--- src/rtl/dioptase_pkg.sv ---
// ---------------------------------------------------------------------------
// dioptase_pkg
// Shared definitions for the fetch-to-decode instruction queue.
//   INSTR_W / PC_W / EXC_W : default widths of an instruction, its PC and
//                            its fetch-side exception code
//   EXC_NONE               : exception code meaning "no exception"
//   iq_entry_t             : one queue entry {instr, pc, exc} at default widths
// ---------------------------------------------------------------------------
package dioptase_pkg;

    localparam int INSTR_W = 32;
    localparam int PC_W    = 32;
    localparam int EXC_W   = 8;

    localparam logic [EXC_W-1:0] EXC_NONE = 8'h00;

    typedef struct packed {
        logic [INSTR_W-1:0] instr;
        logic [PC_W-1:0]    pc;
        logic [EXC_W-1:0]   exc;
    } iq_entry_t;

endpackage : dioptase_pkg

--- src/rtl/instr_queue_if.sv ---
// ---------------------------------------------------------------------------
// instr_queue_if
// Bundle of every non-clock/reset signal between the pipeline and the
// instruction queue.
//   master : pipeline side (fetch + decode + pipeline control) -- drives
//            clk_en, halt, flush, in_valid, in_instr, in_pc, in_exc, stall;
//            receives in_ready, out_bubble, out_instr, out_pc, out_exc,
//            count, hwm
//   slave  : the queue itself (directions mirrored)
// ---------------------------------------------------------------------------
interface instr_queue_if #(
    parameter int DEPTH   = 4,
    parameter int INSTR_W = dioptase_pkg::INSTR_W,
    parameter int PC_W    = dioptase_pkg::PC_W,
    parameter int EXC_W   = dioptase_pkg::EXC_W
);
    localparam int CNT_W = $clog2(DEPTH + 1);

    // pipeline control
    logic               clk_en;
    logic               halt;
    logic               flush;

    // fetch side
    logic               in_valid;
    logic [INSTR_W-1:0] in_instr;
    logic [PC_W-1:0]    in_pc;
    logic [EXC_W-1:0]   in_exc;
    logic               in_ready;

    // decode side
    logic               stall;
    logic               out_bubble;
    logic [INSTR_W-1:0] out_instr;
    logic [PC_W-1:0]    out_pc;
    logic [EXC_W-1:0]   out_exc;

    // status
    logic [CNT_W-1:0]   count;
    logic [CNT_W-1:0]   hwm;

    modport master (
        output clk_en, halt, flush,
        output in_valid, in_instr, in_pc, in_exc,
        input  in_ready,
        output stall,
        input  out_bubble, out_instr, out_pc, out_exc,
        input  count, hwm
    );

    modport slave (
        input  clk_en, halt, flush,
        input  in_valid, in_instr, in_pc, in_exc,
        output in_ready,
        input  stall,
        output out_bubble, out_instr, out_pc, out_exc,
        output count, hwm
    );

endinterface : instr_queue_if

--- src/rtl/instr_queue_ram.sv ---
// ---------------------------------------------------------------------------
// instr_queue_ram
// DEPTH x WIDTH entry storage for the instruction queue. Synchronous write,
// asynchronous read so the head entry is visible in the same cycle the read
// pointer points at it. Contents are never reset; validity is tracked by the
// queue pointers only.
//   clk        : clock
//   wr_en_i    : write strobe
//   wr_addr_i  : write address
//   wr_data_i  : write data
//   rd_addr_i  : read address
//   rd_data_o  : read data (combinational)
// ---------------------------------------------------------------------------
module instr_queue_ram #(
    parameter int DEPTH = 4,
    parameter int WIDTH = 72,
    localparam int AW   = $clog2(DEPTH)
) (
    input  logic             clk,
    input  logic             wr_en_i,
    input  logic [AW-1:0]    wr_addr_i,
    input  logic [WIDTH-1:0] wr_data_i,
    input  logic [AW-1:0]    rd_addr_i,
    output logic [WIDTH-1:0] rd_data_o
);

    logic [WIDTH-1:0] mem_q [DEPTH];

    always_ff @(posedge clk) begin
        if (wr_en_i) begin
            mem_q[wr_addr_i] <= wr_data_i;
        end
    end

    assign rd_data_o = mem_q[rd_addr_i];

endmodule : instr_queue_ram

--- src/rtl/instr_queue.sv ---
// ---------------------------------------------------------------------------
// instr_queue
// Fetch-to-decode instruction queue. Holds up to DEPTH fetched instructions
// (with PC and fetch exception code) and presents the oldest one to decode.
// Supports flush, decode stall, halt and a global clock enable, and reports
// occupancy plus a high-water mark since reset/flush.
//
// Ports
//   clk    : pipeline clock, all state on the rising edge
//   rst_n  : asynchronous active-low reset
//   q      : instr_queue_if.slave -- control, fetch, decode and status signals
//
// Build option
//   INSTR_QUEUE_BYPASS_EN : when defined, an instruction arriving at an empty
//   queue is shown to decode in the same cycle; if decode takes it (active,
//   no stall) it is never written. When undefined there is no combinational
//   path from in_* to out_* and latency is one cycle.
// ---------------------------------------------------------------------------
module instr_queue #(
    parameter int DEPTH   = 4,
    parameter int INSTR_W = dioptase_pkg::INSTR_W,
    parameter int PC_W    = dioptase_pkg::PC_W,
    parameter int EXC_W   = dioptase_pkg::EXC_W
) (
    input  logic          clk,
    input  logic          rst_n,
    instr_queue_if.slave  q
);
    import dioptase_pkg::*;

    localparam int AW      = $clog2(DEPTH);
    localparam int PTR_W   = AW + 1;          // extra MSB is the wrap bit
    localparam int CNT_W   = $clog2(DEPTH + 1);
    localparam int ENTRY_W = INSTR_W + PC_W + EXC_W;

    logic [PTR_W-1:0]   rd_ptr_q, rd_ptr_d;
    logic [PTR_W-1:0]   wr_ptr_q, wr_ptr_d;
    logic [CNT_W-1:0]   hwm_q, hwm_d;
    logic [CNT_W-1:0]   count_d;

    logic               active;
    logic               empty;
    logic               full;
    logic               push;
    logic               pop;
    logic               bypass_hit;   // outputs are driven from in_*
    logic               bypass_take;  // decode consumes the bypassed word

    logic [ENTRY_W-1:0] head_entry;
    logic [INSTR_W-1:0] head_instr;
    logic [PC_W-1:0]    head_pc;
    logic [EXC_W-1:0]   head_exc;

    // -----------------------------------------------------------------------
    // Flags
    // -----------------------------------------------------------------------
    assign active = q.clk_en && !q.halt;
    assign empty  = (rd_ptr_q == wr_ptr_q);
    assign full   = (rd_ptr_q[AW-1:0] == wr_ptr_q[AW-1:0]) &&
                    (rd_ptr_q[AW] != wr_ptr_q[AW]);

    assign q.in_ready = !full;

`ifdef INSTR_QUEUE_BYPASS_EN
    assign bypass_hit  = empty && q.in_valid && !q.flush;
    assign bypass_take = bypass_hit && active && !q.stall;
`else
    assign bypass_hit  = 1'b0;
    assign bypass_take = 1'b0;
`endif

    // A bypassed word that decode takes is never written to storage.
    assign push = active && q.in_valid && !full && !q.flush && !bypass_take;
    // Pop only real stored entries; a bypassed word does not move rd_ptr.
    assign pop  = active && !empty && !q.stall && !q.flush;

    // -----------------------------------------------------------------------
    // Next-state: pointers and high-water mark
    // -----------------------------------------------------------------------
    always_comb begin
        rd_ptr_d = rd_ptr_q;
        wr_ptr_d = wr_ptr_q;
        hwm_d    = hwm_q;
        count_d  = CNT_W'(wr_ptr_q - rd_ptr_q);
        if (active) begin
            if (q.flush) begin
                rd_ptr_d = '0;
                wr_ptr_d = '0;
                hwm_d    = '0;
                count_d  = '0;
            end else begin
                if (push) begin
                    wr_ptr_d = wr_ptr_q + PTR_W'(1);
                end
                if (pop) begin
                    rd_ptr_d = rd_ptr_q + PTR_W'(1);
                end
                count_d = CNT_W'(wr_ptr_d - rd_ptr_d);
                if (count_d > hwm_q) begin
                    hwm_d = count_d;
                end
            end
        end
    end

    always_ff @(posedge clk or negedge rst_n) begin
        if (!rst_n) begin
            rd_ptr_q <= '0;
            wr_ptr_q <= '0;
            hwm_q    <= '0;
        end else begin
            rd_ptr_q <= rd_ptr_d;
            wr_ptr_q <= wr_ptr_d;
            hwm_q    <= hwm_d;
        end
    end

    assign q.count = CNT_W'(wr_ptr_q - rd_ptr_q);
    assign q.hwm   = hwm_q;

    // -----------------------------------------------------------------------
    // Storage
    // -----------------------------------------------------------------------
    instr_queue_ram #(
        .DEPTH (DEPTH),
        .WIDTH (ENTRY_W)
    ) u_ram (
        .clk       (clk),
        .wr_en_i   (push),
        .wr_addr_i (wr_ptr_q[AW-1:0]),
        .wr_data_i ({q.in_instr, q.in_pc, q.in_exc}),
        .rd_addr_i (rd_ptr_q[AW-1:0]),
        .rd_data_o (head_entry)
    );

    assign {head_instr, head_pc, head_exc} = head_entry;

    // -----------------------------------------------------------------------
    // Decode-side outputs: zeros on a bubble so decode never sees stale data
    // -----------------------------------------------------------------------
    always_comb begin
        q.out_bubble = 1'b1;
        q.out_instr  = '0;
        q.out_pc     = '0;
        q.out_exc    = EXC_W'(EXC_NONE);
        if (bypass_hit) begin
            q.out_bubble = 1'b0;
            q.out_instr  = q.in_instr;
            q.out_pc     = q.in_pc;
            q.out_exc    = q.in_exc;
        end else if (!empty) begin
            q.out_bubble = 1'b0;
            q.out_instr  = head_instr;
            q.out_pc     = head_pc;
            q.out_exc    = head_exc;
        end
    end

endmodule : instr_queue

--- src/flat_wrapper.sv ---
// flat-port wrapper written by rule: the top's interface ports become plain ports
module instr_queue_flat import dioptase_pkg::*;
#(
    parameter int DEPTH   = 4,
    parameter int INSTR_W = dioptase_pkg::INSTR_W,
    parameter int PC_W    = dioptase_pkg::PC_W,
    parameter int EXC_W   = dioptase_pkg::EXC_W
)
  (clk, rst_n, q_clk_en, q_halt, q_flush, q_in_valid, q_in_instr, q_in_pc, q_in_exc, q_in_ready, q_stall, q_out_bubble, q_out_instr, q_out_pc, q_out_exc, q_count, q_hwm);
  instr_queue_if #(.DEPTH(DEPTH), .INSTR_W(INSTR_W), .PC_W(PC_W), .EXC_W(EXC_W)) q_i ();
  input  logic clk;
  input  logic rst_n;
  input wire logic [$bits(q_i.clk_en)-1:0] q_clk_en;
  input wire logic [$bits(q_i.halt)-1:0] q_halt;
  input wire logic [$bits(q_i.flush)-1:0] q_flush;
  input wire logic [$bits(q_i.in_valid)-1:0] q_in_valid;
  input wire logic [$bits(q_i.in_instr)-1:0] q_in_instr;
  input wire logic [$bits(q_i.in_pc)-1:0] q_in_pc;
  input wire logic [$bits(q_i.in_exc)-1:0] q_in_exc;
  output wire logic [$bits(q_i.in_ready)-1:0] q_in_ready;
  input wire logic [$bits(q_i.stall)-1:0] q_stall;
  output wire logic [$bits(q_i.out_bubble)-1:0] q_out_bubble;
  output wire logic [$bits(q_i.out_instr)-1:0] q_out_instr;
  output wire logic [$bits(q_i.out_pc)-1:0] q_out_pc;
  output wire logic [$bits(q_i.out_exc)-1:0] q_out_exc;
  output wire logic [$bits(q_i.count)-1:0] q_count;
  output wire logic [$bits(q_i.hwm)-1:0] q_hwm;
  assign q_i.clk_en = q_clk_en;
  assign q_i.halt = q_halt;
  assign q_i.flush = q_flush;
  assign q_i.in_valid = q_in_valid;
  assign q_i.in_instr = q_in_instr;
  assign q_i.in_pc = q_in_pc;
  assign q_i.in_exc = q_in_exc;
  assign q_in_ready = q_i.in_ready;
  assign q_i.stall = q_stall;
  assign q_out_bubble = q_i.out_bubble;
  assign q_out_instr = q_i.out_instr;
  assign q_out_pc = q_i.out_pc;
  assign q_out_exc = q_i.out_exc;
  assign q_count = q_i.count;
  assign q_hwm = q_i.hwm;
  instr_queue #(.DEPTH(DEPTH), .INSTR_W(INSTR_W), .PC_W(PC_W), .EXC_W(EXC_W)) u_core (.clk(clk), .rst_n(rst_n), .q(q_i));
endmodule
--- config.mk ---
export PLATFORM = sky130hd
export DESIGN_NAME = instr_queue_flat
export DESIGN_NICKNAME = d
export VERILOG_FILES = /design/src/rtl/dioptase_pkg.sv /design/src/rtl/instr_queue_if.sv /design/src/rtl/instr_queue_ram.sv /design/src/rtl/instr_queue.sv /design/src/flat_wrapper.sv
export SDC_FILE = /design/constraint.sdc
export NUM_CORES = 1
export LEC_CHECK = 0
export BUFFER_PORTS_ARGS = -buffer_cell sky130_fd_sc_hd__buf_2
export CAP_MARGIN = 10
export CORE_MARGIN = 2
export CORE_UTILIZATION = 35
export CTS_BUF_LIST = sky130_fd_sc_hd__clkbuf_4 sky130_fd_sc_hd__clkbuf_8
export CTS_CLUSTER_SIZE = 30
export DETAILED_ROUTE_END_ITERATION = 7
export PLACE_DENSITY = 0.64
export SYNTH_ARGS = -nofsm -noshare
export SYNTH_HDL_FRONTEND = slang
export SYNTH_SLANG_ARGS = --single-unit
--- constraint.sdc ---
create_clock -name clk -period 8.1 [get_ports clk]
set_clock_uncertainty 0.1 [all_clocks]
set_input_delay 0 -clock clk [delete_from_list [all_inputs] [get_ports clk]]
set_output_delay 0 -clock clk [all_outputs]
set_load 0.02 [all_outputs]
* After elaboration in Yosys (flattened, before gate mapping)
Memories as Yosys holds them, arrays and structs flattened. Index checks and enable logic that the tools add are counted.
Word-level totals: memories kept 1, register bits 9, RAM bits 288
Memories:
- u_core.u_ram.mem_q | words 4, width 72, read ports 1, clocked after Yosys merged registers in 0, write ports 1, line instr_queue_ram.sv:27 | logic [WIDTH-1:0] mem_q [DEPTH];
Cells by class: reductions and logical operators 15, add/sub/neg operators 4, magnitude comparators 1, muxes and demuxes 16, eq/ne operators 3
Operator list (count):
- 32-bit 2-to-1 mux | 2
- 3-bit 2-to-1 mux | 10
- 1-bit logical AND | 8
- 8-bit 2-to-1 mux | 1
- 3-bit by 1-bit adder with 3-bit output, second input constant | 2
- 3-bit subtractor | 2
- 1-bit logical NOT | 5
- 3-bit equality test | 1
- 3-bit > comparator | 1
- 1-bit 2-to-1 mux | 3
- 2-bit equality test | 1
- 2-bit AND reduction | 1
- 2-bit nonzero test | 1
- 1-bit inequality test | 1

* Longest topological paths before layout
Gate-level depths: netlist of run 1.
depth in word-level cells 12, gate-level depth with buffers 18, depth with buffers taken out 16

* Cells and area by module
Synthesis of run 1 repeated with hierarchy kept, for this count alone.
Second synthesis, totals: cells, all modules 541, area, all modules 11786.3 sq um
By module, submodules not included:
- instr_queue_ram | area an instance 10498.8 sq um, times used 1, cells an instance 380
- instr_queue | area an instance 1287.5 sq um, times used 1, cells an instance 161

* Worst setup path after synthesis of run 1
Ideal clock, no wire load.
path type reg2reg, start point register u_core.rd_ptr_q[1], end point register u_core.hwm_q[0], in the netlist u_core.q.hwm[0], path slack 3.817 ns, setup time 0.136 ns, stages on the path, launching flop included 18, data arrival time 4.047 ns, clock period less this slack 4.283 ns, buffers on the path 2, cell sequence dfrtp_1 clkbuf_1 clkbuf_1 inv_1 ha_1 nand3_1 and2_1 xnor2_1 ha_1 fa_1 xor2_1 xnor2_1 xnor2_1 ha_1 o21ai_0 a32oi_1 mux2i_1 o21ai_0
Between the ends: longest elaborated chain between the ends 12
Ends and longest elaborated chain:
- from (decl) | line instr_queue.sv:36 | logic [PTR_W-1:0] rd_ptr_q, rd_ptr_d;
- from (signal assigned) | line instr_queue.sv:112 | rd_ptr_q <= rd_ptr_d;
- 2-bit equality test * | line instr_queue.sv:59 | assign full = (rd_ptr_q[AW-1:0] == wr_ptr_q[AW-1:0]) &&
- 1-bit logical AND * | line instr_queue.sv:59
- 1-bit logical NOT *
- net q_in_ready | line flat_wrapper.sv:20 | output wire logic [$bits(q_i.in_ready)-1:0] q_in_ready;
- 1-bit logical AND * (2 in series) | line instr_queue.sv:73 | assign push = active && q.in_valid && !full && !q.flush && !bypass_take;
- 3-bit 2-to-1 mux * | line instr_queue.sv:92 | if (push) begin
- 3-bit 2-to-1 mux * | line instr_queue.sv:86 | if (q.flush) begin
- 3-bit 2-to-1 mux * | line instr_queue.sv:85 | if (active) begin
- 3-bit subtractor * | line instr_queue.sv:98 | count_d = CNT_W'(wr_ptr_d - rd_ptr_d);
- 3-bit > comparator | line instr_queue.sv:99 | if (count_d > hwm_q) begin
- 2-bit nonzero test (no line)
- 2-bit AND reduction (no line)
- to (signal assigned) | line instr_queue.sv:114 | hwm_q <= hwm_d;
- to (decl) | line instr_queue.sv:38 | logic [CNT_W-1:0] hwm_q, hwm_d;
The timed path passes the listed nets; every way through them passes the cells marked *. The select of a mux whose other input is x is not followed. A chain may end at the register's enable or synchronous reset.

* Final worst setup path of run 1
start point register u_core.rd_ptr_q[0], end point register u_core.hwm_q[0], in the netlist u_core.q.hwm[0]
Between the ends: longest elaborated chain between the ends 12
Ends and longest elaborated chain (line):
- 3-bit equality test / 2-bit equality test (equally long branches) | instr_queue.sv:58, instr_queue.sv:59
- 1-bit logical NOT / 1-bit logical AND (equally long branches) | instr_queue.sv:75, instr_queue.sv:59
- 1-bit logical AND / 1-bit logical NOT (equally long branches) | instr_queue.sv:75, instr_queue.sv:73
- 1-bit logical AND (on tied branches) (2 in series) | instr_queue.sv:75, instr_queue.sv:73
- 3-bit 2-to-1 mux (on tied branches) | instr_queue.sv:95, instr_queue.sv:92
- 3-bit 2-to-1 mux | instr_queue.sv:86
- 3-bit 2-to-1 mux | instr_queue.sv:85
- 3-bit subtractor * | instr_queue.sv:98
- 3-bit > comparator | instr_queue.sv:99
- 2-bit nonzero test (no line)
- 2-bit AND reduction (no line)
Every way passes the cells marked *; elsewhere a longest branch is shown, timed or not. The select of a mux whose other input is x is not followed.

==> impl_metrics.xml, run 1 <==
<?xml version="1.0" encoding="UTF-8"?>
<metrics>
  <group name="clocking">
    <metric name="clk_path_buf_depth" unit="">3</metric>
    <metric name="cts.repair_timing.setup_buffer_count" unit="">0</metric>
    <metric name="clk_transition_reported_paths" unit="ns">0.06</metric>
    <metric name="clk_root_buffer_cell" unit="">clkbuf_8</metric>
    <metric name="cts_tree" unit="">built</metric>
    <metric name="cts_hold_repair.buffers" unit="">79</metric>
    <metric name="clock_sinks" unit="">297</metric>
    <metric name="cts_resized" unit="">0</metric>
    <metric name="cts_inserted_buffers" unit="">49</metric>
    <metric name="clock_latency_at_the_later_pin_of_the_worst_skew_pair" unit="ns">0.54</metric>
    <metric name="ctsHtreeMaxLevel" unit="">2</metric>
  </group>
  <group name="sta">
    <metric name="setup-violations-final" unit="">0</metric>
    <metric name="period_minus_slack" unit="ns">4.518</metric>
    <metric name="timing.fmax" unit="MHz">221.4</metric>
    <metric name="report.final.hold_viol_count" unit="">0</metric>
    <metric name="grt_setup_unrepaired" unit="">false</metric>
    <metric name="post-route-period-util" unit="%">55.77</metric>
    <metric name="timing_worst_slew_pin_value" unit="ns">1.115</metric>
    <metric name="total_negative_setup_slacks" unit="ns">0</metric>
    <metric name="timing.final.max_slew_violations" unit="">0</metric>
    <metric name="worst_slew_margin_rel" unit="%">25.67</metric>
  </group>
  <group name="placement">
    <metric name="routabilityCongestion" unit="">0.7457</metric>
    <metric name="place_inst" unit="">1124</metric>
    <metric name="place_area" unit="sq um">12960</metric>
    <metric name="detailed_place_hpwl" unit="um">13580</metric>
    <metric name="io_buffers" unit="">158</metric>
  </group>
  <group name="yosys">
    <metric name="synthTopCellsByArea" unit="">edfxtp_1 (74%), mux4_2 (14%), nor2b_1 (3.9%), dfrtp_1 (1.9%), ha_1 (1.2%)</metric>
    <metric name="synthesis.area_per_instance" unit="sq um">21.41</metric>
    <metric name="syn-num-nets" unit="">636</metric>
    <metric name="syn_std_cell_area" unit="sq um">11650</metric>
    <metric name="portion_of_synthesized_cell_area_occupied_by_the_leading_cell_type" unit="%">74.24</metric>
    <metric name="synth_sequential_area_ratio" unit="%">76.18</metric>
    <metric name="warnings_synthesis" unit="">0</metric>
    <metric name="synth_cells" unit="">544</metric>
    <metric name="synth_seq_cells" unit="">297</metric>
    <metric name="number_of_distinct_library_cells_after_synthesis" unit="">30</metric>
    <metric name="synth_top_area_cell" unit="">edfxtp_1</metric>
  </group>
  <group name="critical_path">
    <metric name="cpMaxStageDelayCell" unit="">dfrtp_4</metric>
    <metric name="critical_path.top_delay_family" unit="">adder cells</metric>
    <metric name="worst-endpoint-arrival" unit="ns">4.83</metric>
    <metric name="required" unit="ns">8.42</metric>
    <metric name="cp_num_buf_inv" unit="">0</metric>
    <metric name="worst_path_largest_cell_delay" unit="ns">0.96</metric>
    <metric name="cp_launch_type" unit="">flop</metric>
    <metric name="critPathCaptureType" unit="">flop</metric>
    <metric name="crit_path_frequent_cell" unit="">ha_1</metric>
    <metric name="reg2reg_slack" unit="ns">3.58</metric>
    <metric name="criticalPathCategory" unit="">reg2reg</metric>
    <metric name="worstPathCellList" unit="">ha_1 -&gt; nand2_1 -&gt; nor2_4 -&gt; nor4_2 -&gt; xor2_1 -&gt; ha_1 -&gt; fa_1 -&gt; xor2_1 -&gt; xnor2_1 -&gt; xnor2_1 -&gt; ha_1 -&gt; o21ai_0 -&gt; a32oi_1 -&gt; mux2i_1 -&gt; o21ai_0</metric>
    <metric name="r2r_cells" unit="">15</metric>
    <metric name="path_max_fanout" unit="">40</metric>
    <metric name="reg2reg_from" unit="">u_core.rd_ptr_q[0]</metric>
    <metric name="critical_path.reg2reg.endpoint" unit="">u_core.q.hwm[0]</metric>
  </group>
  <group name="pwr">
    <metric name="irDropWorstVdd" unit="mV">0.1244</metric>
    <metric name="power.density_cell_area" unit="nW/um^2">252.6</metric>
    <metric name="static-leakage-power" unit="uW">0.005090</metric>
  </group>
  <group name="route">
    <metric name="drt_drc_violations_left" unit="">0</metric>
    <metric name="drt_pre_antenna_iters" unit="">4</metric>
    <metric name="detailedRoute.firstIterationViolations" unit="">376</metric>
    <metric name="route.vias.total" unit="">6049</metric>
    <metric name="wl" unit="um">24160</metric>
    <metric name="routed_via_density" unit="">4.671</metric>
    <metric name="route.detailed.wl_per_inst" unit="um">18.66</metric>
    <metric name="ant_nets" unit="">0</metric>
  </group>
  <group name="global_route">
    <metric name="grt_first_pass_wirelength" unit="um">38280</metric>
    <metric name="globalRouteOverflowTotal" unit="">0</metric>
    <metric name="number_of_antenna_violations_at_the_first_check_in_global_routing" unit="">1</metric>
    <metric name="track_usage" unit="%">14.11</metric>
    <metric name="first_global_vias" unit="">6766</metric>
    <metric name="pin_count_of_the_biggest_net_entering_global_routing" unit="">75</metric>
  </group>
  <group name="floorplanning">
    <metric name="io_pins" unit="">159</metric>
    <metric name="chipHeight" unit="um">186.4</metric>
    <metric name="rows" unit="">66</metric>
    <metric name="design.die.area" unit="sq um">34760</metric>
    <metric name="core" unit="sq um">32620</metric>
    <metric name="start_util" unit="%">35.71</metric>
    <metric name="die_w" unit="um">186.4</metric>
  </group>
  <group name="run_status">
    <metric name="run_status" unit="">finished clean</metric>
  </group>
  <group name="hold_path">
    <metric name="worstHoldEndpoint" unit="">u_core.wr_ptr_q[2]</metric>
    <metric name="min_delay_path_depth" unit="">5</metric>
    <metric name="min-delay-start" unit="">q_halt</metric>
    <metric name="worstHoldPathType" unit="">in2reg</metric>
  </group>
  <group name="layout">
    <metric name="final_design_area_excluding_fillers" unit="sq um">14680</metric>
    <metric name="post_route_cells_drive_above_1_share" unit="%">38.03</metric>
    <metric name="nets" unit="">904</metric>
    <metric name="finish.cell_count_without_fillers" unit="">1295</metric>
    <metric name="area_growth_syn_to_layout" unit="%">26.03</metric>
  </group>
  <group name="job">
    <metric name="cap_viol_max_count" unit="">0</metric>
  </group>
</metrics>
==> cells in the mapped netlist <==
cell,count
edfxtp_1,288
nor2b_1,73
mux4_2,72
clkbuf_1,17
ha_1,11
inv_1,11
buf_2,9
dfrtp_1,9
nand2_1,8
o21ai_0,7
xnor2_1,6
mux2i_1,5
nor2_1,5
and3_1,3
xor2_1,3
fa_1,2
o21bai_1,2
a22o_1,1
a32o_1,1
a32oi_1,1
and2_1,1
and4bb_2,1
clkbuf_2,1
mux2_2,1
nand2b_4,1
nand3_1,1
nor4_2,1
nor4b_1,1
o211ai_2,1
o31ai_1,1
==> per-layer routing <==
metal | routed length [um] | track usage [%] | up-vias
met3 | 1346 | 3.385 | 35
met5 | 0 | 0 | -
met4 | 404 | 3.754 | 0
met2 | 11730 | 23.18 | 166
met1 | 10680 | 18.90 | 3109
li1 | - | - | 2739
==> cells by family after synthesis <==
family / share of synthesized area, %
muxes: 14.45
AOI/OAI and AO/OA: 0.8378
adders and majority gates: 1.525
and+or+nand+nor: 5.005
buffers and inverters: 1.332
DFF: 76.18
xor gates and xnor gates: 0.6767
==> tightest hold or removal path: stages <==
cell      delay, ns
buf_2          0.08
and4bb_2       0.28
o211ai_2       0.14
xnor2_1        0.12
o21ai_0        0.07
==> cells in the final DEF, fill, tap and decap left out, types with 2 or more instances in the layout <==
cell type | Yosys | routed
edfxtp_1 | 288 | 288
buf_2 | 9 | 158
dlygate4sd3_1 | 0 | 79
nor2b_1 | 73 | 73
mux4_2 | 72 | 72
clkbuf_8 | 0 | 50
clkbuf_4 | 0 | 19
clkinv_1 | 0 | 16
ha_1 | 11 | 11
inv_1 | 11 | 10
nand2_1 | 8 | 8
o21ai_0 | 7 | 7
buf_4 | 0 | 7
dfrtp_1 | 9 | 7
xnor2_1 | 6 | 6
clkinv_2 | 0 | 6
mux2i_1 | 5 | 5
nor2_1 | 5 | 4
xor2_1 | 3 | 3
and3_4 | 0 | 3
o21bai_1 | 2 | 2
fa_1 | 2 | 2
dfrtp_4 | 0 | 2
==> through the flow <==
| step | power, uW | hold slack [ns] | utilization, % | setup WS [ns] |
|---|---|---|---|---|
| after floorplan | 2255 | -0.3956 | - | 3.817 |
| after global placement | 2500 | -0.2238 | 39.74 | 3.551 |
| after detailed placement | 2504 | -0.2273 | 39.74 | 3.488 |
| after CTS | 3780 | 0.04887 | 45.00 | 3.473 |
| after global routing | 3896 | 0.06977 | 45.01 | 3.181 |
| final | 3708 | 0.1074 | 45.01 | 3.582 |
==> final cells by class <==
type | instances | area, sq um
inverters | 11 | 42.54
multi-input cells | 209 | 2643
diodes | 1 | 2.502
well taps | 442 | 553.0
flip-flops and latches | 297 | 8881
repair buffers | 244 | 1634
clock inverters | 22 | 93.84
fillers | 2875 | 17940
clock buffers | 69 | 830.8
==> power breakdown <==
part | switching [uW] | total (uW) | internal [uW]
Combinational | 408 | 724 | 316
Clock | 561 | 1220 | 662
Sequential | 39.3 | 1760 | 1720
Total | 1010 | 3710 | 2700
==> sequential cells by signal, summed over array words and instances, names as in the netlist <==
name / flops
u_core.wr_ptr_q: 3
u_core.u_ram.mem_q: 288
u_core.q.hwm: 3
u_core.rd_ptr_q: 3
==> worst max path at each step <==
stage | startpoint | endpoint | slack (ns) | cells past startpoint
after floorplan | u_core.rd_ptr_q[1] | u_core.q.hwm[0] | 3.82 | 17
after global placement | u_core.rd_ptr_q[0] | u_core.q.hwm[1] | 3.55 | 15
after detailed placement | u_core.rd_ptr_q[0] | u_core.q.hwm[0] | 3.49 | 15
after CTS | u_core.rd_ptr_q[0] | u_core.q.hwm[0] | 3.47 | 15
after global routing | u_core.rd_ptr_q[0] | u_core.q.hwm[0] | 3.18 | 15
final | u_core.rd_ptr_q[0] | u_core.q.hwm[0] | 3.58 | 15
Power figures use the tool's default switching activity.
==> inputs of run 2 (changes only) <==
==> constraint.sdc (replaced) <==
create_clock -name clk -period 4.7 [get_ports clk]
set_clock_uncertainty 0.1 [all_clocks]
set_input_delay 0 -clock clk [delete_from_list [all_inputs] [get_ports clk]]
set_output_delay 0 -clock clk [all_outputs]
set_load 0.02 [all_outputs]
==> impl_metrics.xml, run 2 (synthesized netlist as in run 1, its figures left out) <==
<?xml version="1.0" encoding="UTF-8"?>
<metrics>
  <group name="run_status">
    <metric name="run_status" unit="">finished clean</metric>
  </group>
  <group name="placement">
    <metric name="place_inst" unit="">1129</metric>
    <metric name="routabilityCongestion" unit="">0.7614</metric>
    <metric name="detailed_place_hpwl" unit="um">13180</metric>
    <metric name="io_buffers" unit="">158</metric>
    <metric name="preCtsSetupSlack" unit="ns">0.6558</metric>
  </group>
  <group name="sta">
    <metric name="timing.fmax" unit="MHz">225.6</metric>
    <metric name="post-route-period-util" unit="%">94.33</metric>
    <metric name="smallest_setup_slack_after_layout" unit="ns">0.2665</metric>
    <metric name="timing.final.max_slew_violations" unit="">0</metric>
    <metric name="period_minus_slack" unit="ns">4.433</metric>
    <metric name="setup-violations-final" unit="">0</metric>
    <metric name="worst_slew_margin_rel" unit="%">33.31</metric>
    <metric name="total_negative_setup_slacks" unit="ns">0</metric>
    <metric name="timing_worst_slew_pin_value" unit="ns">1.000</metric>
    <metric name="report.final.hold_viol_count" unit="">0</metric>
  </group>
  <group name="global_route">
    <metric name="first_global_vias" unit="">6683</metric>
    <metric name="grt_first_pass_wirelength" unit="um">36430</metric>
    <metric name="globalRouteOverflowTotal" unit="">0</metric>
    <metric name="number_of_antenna_violations_at_the_first_check_in_global_routing" unit="">0</metric>
    <metric name="track_usage" unit="%">13.43</metric>
    <metric name="pin_count_of_the_biggest_net_entering_global_routing" unit="">75</metric>
  </group>
  <group name="floorplanning">
    <metric name="chipHeight" unit="um">186.4</metric>
    <metric name="io_pins" unit="">159</metric>
    <metric name="die_w" unit="um">186.4</metric>
    <metric name="design.die.area" unit="sq um">34760</metric>
    <metric name="rows" unit="">66</metric>
    <metric name="start_util" unit="%">35.71</metric>
    <metric name="core" unit="sq um">32620</metric>
  </group>
  <group name="layout">
    <metric name="post_route_cells_drive_above_1_share" unit="%">38.97</metric>
    <metric name="area_growth_syn_to_layout" unit="%">27.20</metric>
    <metric name="nFillCells" unit="">2880</metric>
    <metric name="max_flop_register" unit="">u_core.u_ram.mem_q</metric>
    <metric name="nets" unit="">911</metric>
    <metric name="antenna_cells_inserted" unit="">0</metric>
    <metric name="post-route-util" unit="%">45.42</metric>
    <metric name="commonest_non_fill_non_tap_cell_in_the_layout" unit="">edfxtp_1</metric>
    <metric name="finish.cell_count_without_fillers" unit="">1299</metric>
    <metric name="final-seq-area" unit="sq um">8881</metric>
    <metric name="most-common-layout-cells" unit="">edfxtp_1 (288), buf_2 (158), dlygate4sd3_1 (80), nor2b_1 (73), mux4_2 (72)</metric>
    <metric name="flip_flop_count_of_the_largest_register_after_layout" unit="">288</metric>
    <metric name="multiInputGateArea" unit="sq um">2661</metric>
  </group>
  <group name="clocking">
    <metric name="cts_inserted_buffers" unit="">50</metric>
    <metric name="clock_sinks" unit="">297</metric>
    <metric name="ctsHtreeMaxLevel" unit="">2</metric>
    <metric name="clk_root_buffer_cell" unit="">clkbuf_8</metric>
    <metric name="clk_transition_reported_paths" unit="ns">0.06</metric>
    <metric name="cts_tree" unit="">built</metric>
    <metric name="cts.repair_timing.setup_buffer_count" unit="">0</metric>
    <metric name="clk_path_buf_depth" unit="">3</metric>
    <metric name="clock_latency_at_the_later_pin_of_the_worst_skew_pair" unit="ns">0.55</metric>
  </group>
  <group name="route">
    <metric name="ant_nets" unit="">0</metric>
    <metric name="route.detailed.wl_per_inst" unit="um">17.89</metric>
    <metric name="routed_via_density" unit="">4.656</metric>
    <metric name="wl" unit="um">23240</metric>
    <metric name="drt_pre_antenna_iters" unit="">4</metric>
    <metric name="drt_drc_violations_left" unit="">0</metric>
    <metric name="route.vias.total" unit="">6048</metric>
    <metric name="detailedRoute.firstIterationViolations" unit="">323</metric>
  </group>
  <group name="pwr">
    <metric name="p_switching" unit="uW">1749</metric>
    <metric name="irDropWorstVdd" unit="mV">0.2643</metric>
    <metric name="pwr-share-comb" unit="%">19.9</metric>
    <metric name="power.sequential.fraction" unit="%">45.6</metric>
    <metric name="power_total" unit="uW">6568</metric>
    <metric name="p_int" unit="uW">4819</metric>
    <metric name="power.density_cell_area" unit="nW/um^2">443.3</metric>
    <metric name="sw_frac_of_total" unit="%">26.63</metric>
    <metric name="static-leakage-power" unit="uW">0.005157</metric>
    <metric name="power.clock.fraction" unit="%">34.4</metric>
  </group>
  <group name="hold_path">
    <metric name="worstHoldPathType" unit="">in2reg</metric>
  </group>
  <group name="critical_path">
    <metric name="cp_launch_type" unit="">flop</metric>
    <metric name="required" unit="ns">5.03</metric>
    <metric name="path_max_fanout" unit="">5</metric>
    <metric name="criticalPathCategory" unit="">reg2reg</metric>
    <metric name="worst-endpoint-arrival" unit="ns">4.77</metric>
    <metric name="critPathCaptureType" unit="">flop</metric>
  </group>
  <group name="job">
    <metric name="cap_viol_max_count" unit="">0</metric>
  </group>
</metrics>
-- run 2: cell count changes in the layout (fill, tap and decap cells not counted), moves of 3 or more --
cell | before | now
buf_4 | 7 | 12
clkbuf_4 | 19 | 15
clkinv_2 | 6 | 9
clkinv_1 | 16 | 12
bufinv_16 | 0 | 3
-- run 2: final timing paths --
kind,start,end,slack [ns],cells after the start
worst max-delay path,u_core.wr_ptr_q[0],u_core.q.hwm[0],0.27,17
worst min-delay path,q_in_valid,u_core.wr_ptr_q[2],0.1,5
worst max register to register,u_core.wr_ptr_q[0],u_core.q.hwm[0],0.27,17
worst min register to register,u_core.q.hwm[2],u_core.q.hwm[2],0.44,1
max in group asynchronous,rst_n,u_core.rd_ptr_q[0],3.78,3
min in group asynchronous,rst_n,u_core.q.hwm[2],0.36,3
-- run 2: power by group through the flow --
| stage | Clock (uW) | Combinational, uW | Sequential [uW] |
|---|---|---|---|
| 2_1_floorplan | 0 | 828 | 3060 |
| 3_5_place_dp | 0 | 1260 | 3050 |
| 5_1_grt | 2460 | 1420 | 3000 |
| 3_3_place_gp | 0 | 1250 | 3050 |
| 6_report | 2260 | 1310 | 3000 |
| 4_1_cts | 2340 | 1320 | 3000 |
-- run 2: what timing repair did --
item                       CTS  global route
hold buffers                80             0
resized for setup            0             3
hold endpoints to repair   306             0
setup endpoints to repair    0             1
-- run 2: critical path, cell delays in order, from the launching register on --
cell	delay [ns]
dfrtp_1	0.44
inv_1	0.11
ha_1	0.36
nand2_2	0.16
nor2_4	0.05
nor4_4	0.25
xor2_1	0.13
ha_1	0.24
fa_1	0.43
xor2_1	0.16
xnor2_1	0.19
xnor2_1	0.11
ha_1	0.32
o21ai_0	0.12
a32oi_2	0.30
mux2i_1	0.22
o21ai_0	0.09
dlygate4sd3_1	0.56
-- run 2: routing by layer --
metal / share of wire [%] / wire length (um) / GRT usage [%]
met5: 0 / 0 / 0
met4: 2.2 / 507 / 4.369
met3: 4.6 / 1068 / 2.896
met2: 49 / 11420 / 22.73
met1: 44 / 10250 / 17.29
-- run 2: layout make-up --
type	count	area share (%)
clock buffer	66	5.497
multi-input combinational	209	17.96
clock inverter	24	1.233
timing repair buffer	250	11.35
sequential	297	59.94
tap	442	3.732
inverter	11	0.2871
-- run 2: metrics by stage --
step	hold slack (ns)	cell area, sq um
after CTS	0.05418	14800
after detailed placement	-0.2285	13000
after global placement	-0.2293	13000
after floorplan	-0.3956	11650
final	0.09514	14820
after global routing	0.07804	14820
